<file path="config.mk">
export PLATFORM = sky130hd
export DESIGN_NAME = spi_slave
export DESIGN_NICKNAME = d
export VERILOG_FILES = /design/src/rtl/spi_slave.sv
export SDC_FILE = /design/constraint.sdc
export NUM_CORES = 1
export LEC_CHECK = 0
export CAP_MARGIN = 0
export CORE_MARGIN = 10
export CORE_UTILIZATION = 50
export CTS_CLUSTER_DIAMETER = 60
export DETAILED_ROUTE_END_ITERATION = 6
export PLACE_DENSITY = 0.73
export SYNTH_ARGS = -nofsm -noshare
export SYNTH_HDL_FRONTEND = slang
export SYNTH_SLANG_ARGS = --single-unit
</file>
<file path="constraint.sdc">
create_clock -name clk -period 2.8 [get_ports clk]
set_clock_uncertainty 0.1 [all_clocks]
set_input_delay 0.42 -clock clk [delete_from_list [all_inputs] [get_ports clk]]
set_output_delay 0.42 -clock clk [all_outputs]
set_load 0.01 [all_outputs]
</file>
<file path="src/rtl/spi_slave.sv">
// rtl/spi_slave.sv - 8-bit SPI responder, all four CPOL/CPHA modes, oversampled in the clk domain.
// Receives MSB first with a one-cycle rx_valid; fetches each transmit byte with a one-cycle tx_ack.
module spi_slave #(
  parameter int SYNC_STAGES = 2
) (
  input  logic       clk,
  input  logic       rst,
  input  logic [1:0] mode,
  input  logic [7:0] txdata,
  output logic       tx_ack,
  output logic [7:0] rxdata,
  output logic       rx_valid,
  input  logic       sclk,
  input  logic       ss_n,
  input  logic       mosi,
  output logic       miso,
  output logic       miso_oe,
  output logic       busy
);

  typedef enum logic {
    IDLE   = 1'b0,
    ACTIVE = 1'b1
  } state_t;

  logic [SYNC_STAGES-1:0] sclk_sync_q, sclk_sync_d;
  logic [SYNC_STAGES-1:0] ss_sync_q, ss_sync_d;
  logic [SYNC_STAGES-1:0] mosi_sync_q, mosi_sync_d;
  logic                   sclk_prev_q, sclk_prev_d;
  logic                   ss_prev_q, ss_prev_d;

  state_t     state_q, state_d;
  logic [1:0] mode_q, mode_d;
  logic [2:0] bit_cnt_q, bit_cnt_d;
  logic [7:0] tx_shift_q, tx_shift_d;
  logic [7:0] rx_shift_q, rx_shift_d;
  logic [7:0] rxdata_q, rxdata_d;
  logic       rx_valid_q, rx_valid_d;
  logic       hold_q, hold_d;
  logic       miso_q, miso_d;
  logic       tx_ack_c;

  logic sclk_s, ss_s, mosi_s;
  logic sclk_rise, sclk_fall, ss_fall;
  logic lead_edge, trail_edge, sample_edge, shift_edge;

  always_comb begin
    sclk_sync_d    = sclk_sync_q;
    ss_sync_d      = ss_sync_q;
    mosi_sync_d    = mosi_sync_q;
    sclk_sync_d[0] = sclk;
    ss_sync_d[0]   = ss_n;
    mosi_sync_d[0] = mosi;
    for (int i = 1; i < SYNC_STAGES; i++) begin
      sclk_sync_d[i] = sclk_sync_q[i-1];
      ss_sync_d[i]   = ss_sync_q[i-1];
      mosi_sync_d[i] = mosi_sync_q[i-1];
    end
  end

  assign sclk_s      = sclk_sync_q[SYNC_STAGES-1];
  assign ss_s        = ss_sync_q[SYNC_STAGES-1];
  assign mosi_s      = mosi_sync_q[SYNC_STAGES-1];
  assign sclk_prev_d = sclk_s;
  assign ss_prev_d   = ss_s;

  assign sclk_rise = sclk_s & ~sclk_prev_q;
  assign sclk_fall = ~sclk_s & sclk_prev_q;
  assign ss_fall   = ~ss_s & ss_prev_q;

  // Edge roles come from the mode latched at frame start, never the live input.
  assign lead_edge   = mode_q[1] ? sclk_fall : sclk_rise;
  assign trail_edge  = mode_q[1] ? sclk_rise : sclk_fall;
  assign sample_edge = mode_q[0] ? trail_edge : lead_edge;
  assign shift_edge  = mode_q[0] ? lead_edge : trail_edge;

  always_comb begin
    state_d    = state_q;
    mode_d     = mode_q;
    bit_cnt_d  = bit_cnt_q;
    tx_shift_d = tx_shift_q;
    rx_shift_d = rx_shift_q;
    rxdata_d   = rxdata_q;
    rx_valid_d = 1'b0;
    hold_d     = hold_q;
    miso_d     = miso_q;
    tx_ack_c   = 1'b0;
    case (state_q)
      IDLE: begin
        if (ss_fall) begin
          state_d    = ACTIVE;
          mode_d     = mode;
          tx_shift_d = txdata;
          tx_ack_c   = 1'b1;
          bit_cnt_d  = 3'd0;
          miso_d     = txdata[7];
          hold_d     = mode[0];
        end
      end
      ACTIVE: begin
        if (ss_s) begin
          state_d   = IDLE;
          miso_d    = 1'b0;
          bit_cnt_d = 3'd0;
          hold_d    = 1'b0;
        end else if (sample_edge) begin
          rx_shift_d = {rx_shift_q[6:0], mosi_s};
          if (bit_cnt_q == 3'd7) begin
            rxdata_d   = {rx_shift_q[6:0], mosi_s};
            rx_valid_d = 1'b1;
            bit_cnt_d  = 3'd0;
            tx_shift_d = txdata;
            tx_ack_c   = 1'b1;
            hold_d     = 1'b1;
            if (!mode_q[0]) begin
              miso_d = txdata[7];
            end
          end else begin
            bit_cnt_d = bit_cnt_q + 3'd1;
          end
        end else if (shift_edge) begin
          // hold keeps the freshly loaded MSB on miso for one extra shift edge.
          if (hold_q) begin
            miso_d = tx_shift_q[7];
            hold_d = 1'b0;
          end else begin
            miso_d     = tx_shift_q[6];
            tx_shift_d = {tx_shift_q[6:0], 1'b0};
          end
        end
      end
      default: state_d = IDLE;
    endcase
  end

  always_ff @(posedge clk) begin
    if (rst) begin
      sclk_sync_q <= '0;
      ss_sync_q   <= '1;
      mosi_sync_q <= '0;
      sclk_prev_q <= 1'b0;
      ss_prev_q   <= 1'b1;
      state_q     <= IDLE;
      mode_q      <= 2'd0;
      bit_cnt_q   <= 3'd0;
      tx_shift_q  <= 8'd0;
      rx_shift_q  <= 8'd0;
      rxdata_q    <= 8'd0;
      rx_valid_q  <= 1'b0;
      hold_q      <= 1'b0;
      miso_q      <= 1'b0;
    end else begin
      sclk_sync_q <= sclk_sync_d;
      ss_sync_q   <= ss_sync_d;
      mosi_sync_q <= mosi_sync_d;
      sclk_prev_q <= sclk_prev_d;
      ss_prev_q   <= ss_prev_d;
      state_q     <= state_d;
      mode_q      <= mode_d;
      bit_cnt_q   <= bit_cnt_d;
      tx_shift_q  <= tx_shift_d;
      rx_shift_q  <= rx_shift_d;
      rxdata_q    <= rxdata_d;
      rx_valid_q  <= rx_valid_d;
      hold_q      <= hold_d;
      miso_q      <= miso_d;
    end
  end

  // tx_ack is combinational so txdata is captured on the very edge that ends the ack cycle.
  assign tx_ack   = tx_ack_c & ~rst;
  assign rxdata   = rxdata_q;
  assign rx_valid = rx_valid_q;
  assign miso     = miso_q;
  assign miso_oe  = (state_q == ACTIVE);
  assign busy     = (state_q == ACTIVE);

endmodule

</file>
Word level (Yosys, flattened, before mapping)
Cells that the tools add are included.
Cells by class
  multiplexer cells: 37
  eq/ne operators: 10
  add/sub/neg operators: 1
  reduce and logical (&&, ||, !) cells: 8
  bitwise gates (word level): 9
Operator list (number)
  two-way mux 8 bit: 6
  two-way mux 1 bit: 21
  case mux 8 bit (2 select lines): 1
  two-way mux 3 bit: 4
  inequality test 3 x 2 -> 1 bit (second input constant): 3
  case mux 1 bit (2 select lines): 4
  AND reduction 4 bit: 2
  case mux 3 bit (2 select lines): 1
  AND reduction 3 bit: 2
  inverter 1 bit: 5
  AND reduction 5 bit: 1
  AND 1 bit: 4
  inequality test 2 bit (second input constant): 2
  inequality test 4 x 2 -> 1 bit (second input constant): 1
  inequality test 4 x 3 -> 1 bit (second input constant): 1
  inequality test 4 bit (second input constant): 1
  AND reduction 2 bit: 2
  adder 3 x 1 -> 3 bit (second input constant): 1
  equality test 3 bit (second input constant): 1
  inequality test 3 x 1 -> 1 bit (second input constant): 1
  OR reduction 2 bit: 1
Word-level totals
  output and inout port bits: 13
  register bits after elaboration: 40

Depth between registers and ports, before layout
Gate-level depths: netlist of run 1.
  word-level depth: 8
  mapped depth: 7
  mapped depth without buffers: 7

Worst setup path after synthesis of run 1
OpenSTA, ideal clock, no wires.
  path kind: reg2out
  from: reg mode_q[1]
  to: out tx_ack
  setup slack: 623 ps
  data required time: 2280 ps
  arrival time: 1657 ps
  cell stages (with the launch flop): 6
  path through: dfxtp_1 > xor2_2 > mux2i_2 > or2_2 > buf_6 > a21oi_1
On the way
  word-level cells in the longest chain between the ends: 6
  elaborated cells between the ends (all ways): 7
  classes of those cells: mux (6); bitwise (1)
RTL lines
  from (decl): RTL line 33  | logic [1:0] mode_q, mode_d;
  from (signal assigned): RTL line 159  | mode_q <= mode_d;
  two-way mux 1 bit, on equally long branches: RTL line 72, 73
  two-way mux 1 bit *: RTL line 74  | assign sample_edge = mode_q[0] ? trail_edge : lead_edge;
  two-way mux 1 bit * (2 in a row)
  case mux 1 bit (2 select lines) *: RTL line 88  | case (state_q)
  AND 1 bit *: RTL line 171  | assign tx_ack = tx_ack_c & ~rst;
  to (decl): RTL line 10  | output logic tx_ack,
Mark *: on every way between the ends. The rest lies on a longest branch, timed or not.

Worst setup path in the final report of run 1
  from: reg sclk_prev_q
  to: out tx_ack
On the way
  word-level cells in the longest chain between the ends: 8
  elaborated cells between the ends (all ways): 10
  classes of those cells: mux (6); bitwise (4)
RTL lines
  from (decl): RTL line 29  | logic sclk_prev_q, sclk_prev_d;
  from (signal assigned): RTL line 156  | sclk_prev_q <= sclk_prev_d;
  inverter 1 bit: RTL line 67  | assign sclk_rise = sclk_s & ~sclk_prev_q;
  AND 1 bit: RTL line 67
  two-way mux 1 bit, on equally long branches: RTL line 72, 73
  two-way mux 1 bit *: RTL line 74
  two-way mux 1 bit * (2 in a row)
  case mux 1 bit (2 select lines) *: RTL line 88
  AND 1 bit *: RTL line 171
Marks and branches as above.

==> results.tsv, run 1 <==
stage	metric	value	unit
status	status	finished clean	
hold_path	hold path endpoint	ss_sync_q[1]$_SDFF_PP1_	
clock_tree	Max Buffers Root-to-Sink	2	
placement	DP Wirelength	2.441	mm
placement	Cell Area, Placed	2008	um^2
critical_path	Reg2Reg Depth	7	
synth	Synth Area in XOR/XNOR	0.01490	
layout	layout cells sized above 1	0.1566	
routing	DRC Markers	0	
timing	final hold slack	338.7	ps
global_route	first-pass GRT wire length	5.809	mm
synth	yosys warns	0	
die	Die H	77.95	um
global_route	vias in the first global route	1297	
hold_path	HP Class	flop to flop	
critical_path	worst path arrival time	1790	ps
die	FP Rows	20	
routing	initial DRC count	97	
hold_path	WHS Path Cells	1	
global_route	initial antenna violation count	0	
critical_path	CP Launch Type	flop	
global_route	met1 Usage GRT	0.1315	
layout	Final Util	0.6796	
global_route	gr busiest metal	met2	
global_route	grt met2 use	0.1924	
critical_path	worst endpoint required time	2280	ps
clock_tree	CTS root buffer	clkbuf_4	
routing	drt wl/cell	13.93	um
die	Initial Util	0.5368	
job	max-cap violations	0	
critical_path	critical-path cell list	nor4bb_2 > mux2i_2 > or2_2 > a21oi_1 > dlymetal6s2s_1	
power_and_ir_drop	Leak Pwr	0.0009479	uW
timing	final setup fails	0	
synth	synthesized area	1679	um^2
synth	Synth Area in Adders	0.01490	
critical_path	RR Startpoint	mode_q[1]$_SDFFE_PP0P_	
timing	final worst setup slack	487.1	ps
synth	Synth Area in Compound Gates	0.1103	
clock_tree	CTS buffer count	5	
die	die width	77.95	um
synth	post-synthesis mux area share	0.1811	
critical_path	FF-to-FF End	tx_shift_q[2]$_SDFFE_PP0P_	
critical_path	CP max-delay cell	dfxtp_4	
clock_tree	Num Clock Sinks	40	
timing	Slew @ Worst Pin	549.3	ps
layout	n_diodes	0	
timing	final hold vios	0	
routing	vias post-DR	1264	
die	Die Footprint	6076	um^2
synth	sequential-to-total area share from yosys stat	0.4769	
routing	DRT Pass-1 Iters	4	
routing	Final ANT Viol Nets	0	
global_route	remaining global-route overflow	0	
clock_tree	Worst-Skew Late Latency	360	ps
layout	synth-to-layout area growth	26.60	%
critical_path	WS Path Type	flop to primary output	
critical_path	CP max FO	8	
critical_path	R2R Setup Slk	570	ps
synth	largest family of logic cells by synthesized area	multiplexers	
timing	Max Slew Vio Count	0	
die	total core area	3128	um^2
timing	Relative slew margins	0.6338	
global_route	GR Util All Layers	0.1179	
timing	fin crit share	0.8260	
clock_tree	H-tree level count	2	
critical_path	critical path endpoint category	primary output	
synth	net count after synthesis	181	
synth	Synth Instances	164	
clock_tree	clk slew on worst S/H paths	130	ps
global_route	largest net degree at the start of global routing	35	
timing	Final min period	2313	ps
global_route	M3 GR Usage	0.04839	
timing	Setup Total Neg Slack	0	ps
timing	max frequency	0.4324	GHz
critical_path	WP buf/inv	1	
power_and_ir_drop	power density cells	502.5	nW/um^2
synth	synthesized area per cell	10.24	um^2
power_and_ir_drop	Worst IR Drop VDD	349.5	uV
critical_path	CP max stage delay	410	ps
hold_path	Min-Delay Startpoint	ss_sync_q[0]$_SDFF_PP1_	
placement	port buffer count	27	
routing	routed wire length	3.372	mm
timing	RSZ-0062 raised after global routing	false	
layout	Design Area, Final	2126	um^2
layout	nets	214	
routing	vias per inst	5.223	
synth	#FFs+latches synth	40	
synth	post-synth cell types	33	
die	I/O pin cnt	28	
critical_path	Top delay family on crit path	simple AND/OR/NAND/NOR gates	
placement	DP Worst Slack	360.2	ps
placement	GP Congestion	0.8339	
synth	Synth Area in Simple Gates	0.1684	
clock_tree	CTS tree	yes	
==> how the worst max path moves through the flow <==
stage	start	endpoint	slack [ps]	depth (start not counted)
2_1_floorplan	mode_q[1]$_SDFFE_PP0P_	tx_ack	620	5
3_3_place_gp	ss_sync_q[1]$_SDFF_PP1_	tx_ack	410	5
3_5_place_dp	sclk_prev_q$_SDFF_PP0_	tx_ack	360	5
4_1_cts	sclk_prev_q$_SDFF_PP0_	tx_ack	40	5
5_1_grt	ss_sync_q[1]$_SDFF_PP1_	tx_ack	360	5
6_report	sclk_prev_q$_SDFF_PP0_	tx_ack	490	5
==> synthesized netlist by cell type (all sizes together) <==
cell	number	area (um^2)
a21bo	1	10.01
nor4b	2	17.52
nor3	1	5.000
nor2	27	101.4
nand2	2	7.510
o21a	2	15.01
inv	4	15.01
nor4	1	6.260
nand3	4	20.02
nor3b	1	7.510
or3	2	15.01
a31oi	1	6.260
nor4bb	2	20.02
nand3b	1	7.510
and2	1	6.260
a21oi	6	30.03
nor2b	7	43.79
a2111oi	1	27.53
or2	4	25.02
o21ai	2	10.01
dfxtp	40	800.8
mux2i	30	304.0
ha	2	25.02
buf	2	18.77
a21o	1	7.510
a211oi	1	7.510
o2bb2ai	7	61.31
xor2	2	25.03
clkbuf	6	22.52
a222oi	1	10.01
==> per-layer routing <==
layer,part of all wire,vias to the layer above,routed length (um)
met1,0.44,594,1475
li1,-,642,-
met2,0.50,23,1681
met3,0.044,5,150
met4,0.019,0,64
met5,0,-,0
==> where the power goes <==
part	total (uW)	switching (uW)	leakage, uW	internal [uW]
Sequential	589	9.55	0.000326	580
Clock	395	205	0.0000418	191
Combinational	83.8	37.1	0.000580	46.7
Total	1070	251	0.000948	817
==> worst register-to-register path: stages (launching register included) <==
cell and delay (ps):
dfxtp_1 440, xor2_2 260, buf_4 180, mux2i_1 220, buf_4 190, nand3_1 120
a21oi_1 490, o2bb2ai_1 170
==> registers in the layout (all words and copies together), names as in the netlist <==
signal       flops
hold_q           1
rxdata           8
rx_shift_q       7
sclk_prev_q      1
busy             1
miso             1
bit_cnt_q        3
tx_shift_q       8
mode_q           2
mosi_sync_q      2
ss_sync_q        2
ss_prev_q        1
rx_valid         1
sclk_sync_q      2
==> logic make-up after synthesis <==
group / Yosys count
AO/OA/AOI/OAI: 23
flip-flops: 40
XOR/XNOR: 2
multiplexers: 30
adder cells (fa/ha/maj): 2
buffers and inverters: 12
AND/OR/NAND/NOR: 55
==> through the flow <==
| stage | instances | total power (uW) |
|---|---|---|
| finish | 242 | 1068 |
| CTS | 241 | 1081 |
| floorplan | 164 | 647.7 |
| global placement | 233 | 681.9 |
| global route | 242 | 1118 |
| detailed placement | 233 | 684.3 |
==> layout by cell type, fill, tap and decap left out, drive strengths merged, types with 2 or more instances in the layout <==
master,Yosys,routed
nand2,2,2
ha,2,2
clkbuf,6,5
a21oi,6,6
or3,2,2
inv,4,5
dfxtp,40,40
nor4bb,2,2
nand3,4,4
buf,2,7
or2,4,4
o21a,2,2
o2bb2ai,7,7
xor2,2,2
o21ai,2,2
nor4b,2,2
nor2,27,27
mux2i,30,30
nor2b,7,7
clkdlybuf4s50,0,26
==> final cells by class <==
cell class / count / area (um^2)
clock inverter: 3 / 46.29
tap: 44 / 55.05
timing repair buffer: 34 / 325.3
fill: 257 / 1002
clock buffer: 5 / 37.54
multi-input combinational: 112 / 837.1
inverter: 4 / 15.01
sequential: 40 / 809.5
==> what timing repair did <==
item	4_1_cts	5_1_grt
setup buffers	0	1
pin swaps	0	1
gates resized for setup	4	5
cloned	0	0
hold buffers	0	0
setup endpoints to repair	1	1
Note: power is estimated with default switching activity, not from simulation.
==> run 2: changes to the inputs <==
clock period = 2.39 ns   (was 2.8 ns; I/O delays follow)
==> run 2 against run 1 <==
Flip-flop and latch count unchanged. Clock power up 11%. Combinational power rose by 25%. Sequential power is 17% higher. First-iteration DRC count is 32% lower. Final area grew 2.0%. Critical path depth is 1 higher. Power grew 16%. Global-route usage fell by 0.24 points. Critical endpoint unchanged. Largest cell class unchanged. Largest power group unchanged.
==> results.tsv, run 2 (synthesis results as in run 1) <==
stage	metric	value	unit
die	Die H	77.95	um
job	max-cap violations	0	
die	Die Footprint	6076	um^2
power_and_ir_drop	power density cells	569.0	nW/um^2
die	FP Rows	20	
status	status	finished clean	
clock_tree	Max Buffers Root-to-Sink	2	
global_route	initial antenna violation count	0	
critical_path	WS Path Type	flop to primary output	
clock_tree	H-tree level count	2	
timing	fin crit share	0.9204	
placement	DP Wirelength	2.607	mm
global_route	remaining global-route overflow	0	
routing	DRT Pass-1 Iters	4	
timing	Final min period	2200	ps
routing	initial DRC count	66	
timing	final hold slack	326.2	ps
clock_tree	clk slew on worst S/H paths	120	ps
layout	synth-to-layout area growth	29.14	%
routing	Final ANT Viol Nets	0	
routing	vias per inst	5.215	
timing	RSZ-0062 raised after global routing	false	
die	total core area	3128	um^2
timing	Max Slew Vio Count	0	
critical_path	CP max FO	5	
critical_path	worst path arrival time	1740	ps
die	Initial Util	0.5368	
timing	Relative slew margins	0.7429	
timing	max frequency	0.4546	GHz
power_and_ir_drop	Worst IR Drop VDD	425.8	uV
die	die width	77.95	um
clock_tree	CTS root buffer	clkbuf_4	
clock_tree	Num Clock Sinks	40	
critical_path	CP Launch Type	flop	
layout	layout cells sized above 1	0.1872	
clock_tree	CTS buffer count	5	
routing	routed wire length	3.522	mm
layout	nets	219	
global_route	GR Util All Layers	0.1155	
timing	final setup fails	0	
global_route	largest net degree at the start of global routing	35	
layout	commonest non-fill, non-tap cells in the layout	36 x dfxtp_1, 29 x mux2i_1, 27 x nor2_1, 26 x clkdlybuf4s50_1, 12 x buf_4	
layout	commonest non-fill, non-tap cell in the layout	dfxtp_1	
clock_tree	Post-CTS Setup Repair Bufs	0	
routing	DRC Markers	0	
hold_path	HP Class	flop to flop	
timing	final hold vios	0	
layout	n_diodes	0	
global_route	first-pass GRT wire length	5.720	mm
clock_tree	CTS tree	yes	
critical_path	worst endpoint required time	1930	ps
routing	vias post-DR	1288	
placement	port buffer count	27	
layout	Final Util	0.6932	
clock_tree	Worst-Skew Late Latency	340	ps
global_route	vias in the first global route	1252	
die	I/O pin cnt	28	
critical_path	critical path endpoint category	primary output	
timing	Slew @ Worst Pin	382.7	ps
placement	GP Congestion	0.8833	
power_and_ir_drop	Leak Pwr	0.0009620	uW
routing	drt wl/cell	14.26	um
## run 2: cell type report
cell class              count  area [um^2]
multi-input cells         112        854.6
flip-flops and latches     40        808.3
clock inverters             3        42.54
well taps                  44        55.05
inverters                   4        15.01
repair buffers             39        355.3
clock buffers               5        37.54
fillers                   255        959.7
## run 2: worst paths after layout
kind / startpoint / endpoint / slack, ps / cells past startpoint
max: bit_cnt_q[0]$_SDFFE_PP0P_ / tx_ack / 190 / 6
max reg2reg: mode_q[0]$_SDFFE_PP0P_ / tx_shift_q[2]$_SDFFE_PP0P_ / 340 / 6
min reg2reg: ss_sync_q[0]$_SDFF_PP1_ / ss_sync_q[1]$_SDFF_PP1_ / 330 / 1
min: ss_sync_q[0]$_SDFF_PP1_ / ss_sync_q[1]$_SDFF_PP1_ / 330 / 1
## run 2: routing by layer
metal,wire (um),track usage
met3,193,0.04954
met5,0,0
met2,1676,0.1924
met1,1613,0.1309
met4,39,0.03584
## run 2: worst max-delay path, stage by stage (launching register included)
cell,delay (ps)
dfxtp_1,370
ha_1,160
ha_2,230
inv_1,60
or2_2,300
a21oi_1,120
clkbuf_2,150
## run 2: per-stage QoR
step	TNS [ps]	total power, uW	setup slack (ps)	std cells	instance area [um^2]
5_1_grt	0	1288	91.78	247	2168
2_1_floorplan	0	758.8	274.8	164	1679
3_5_place_dp	-10.60	807.9	-10.60	239	2053
4_1_cts	0	1243	31.09	247	2161
6_report	0	1234	190.2	247	2168
3_3_place_gp	0	805.5	115.7	239	2053
## run 2: power breakdown
part / internal (uW) / total, uW / switching, uW
clock: 218 / 438 / 220
sequential: 680 / 690 / 10.2
combinational: 59.0 / 105 / 46.4
total: 957 / 1230 / 277
## run 2: repair_timing
item                                    in CTS  in global routing
gates resized for setup                      8                  5
endpoints found under the setup margin       1                  1
hold buffers                                 0                  0
endpoints found under the hold margin        0                  0
pin swaps                                    0                  1
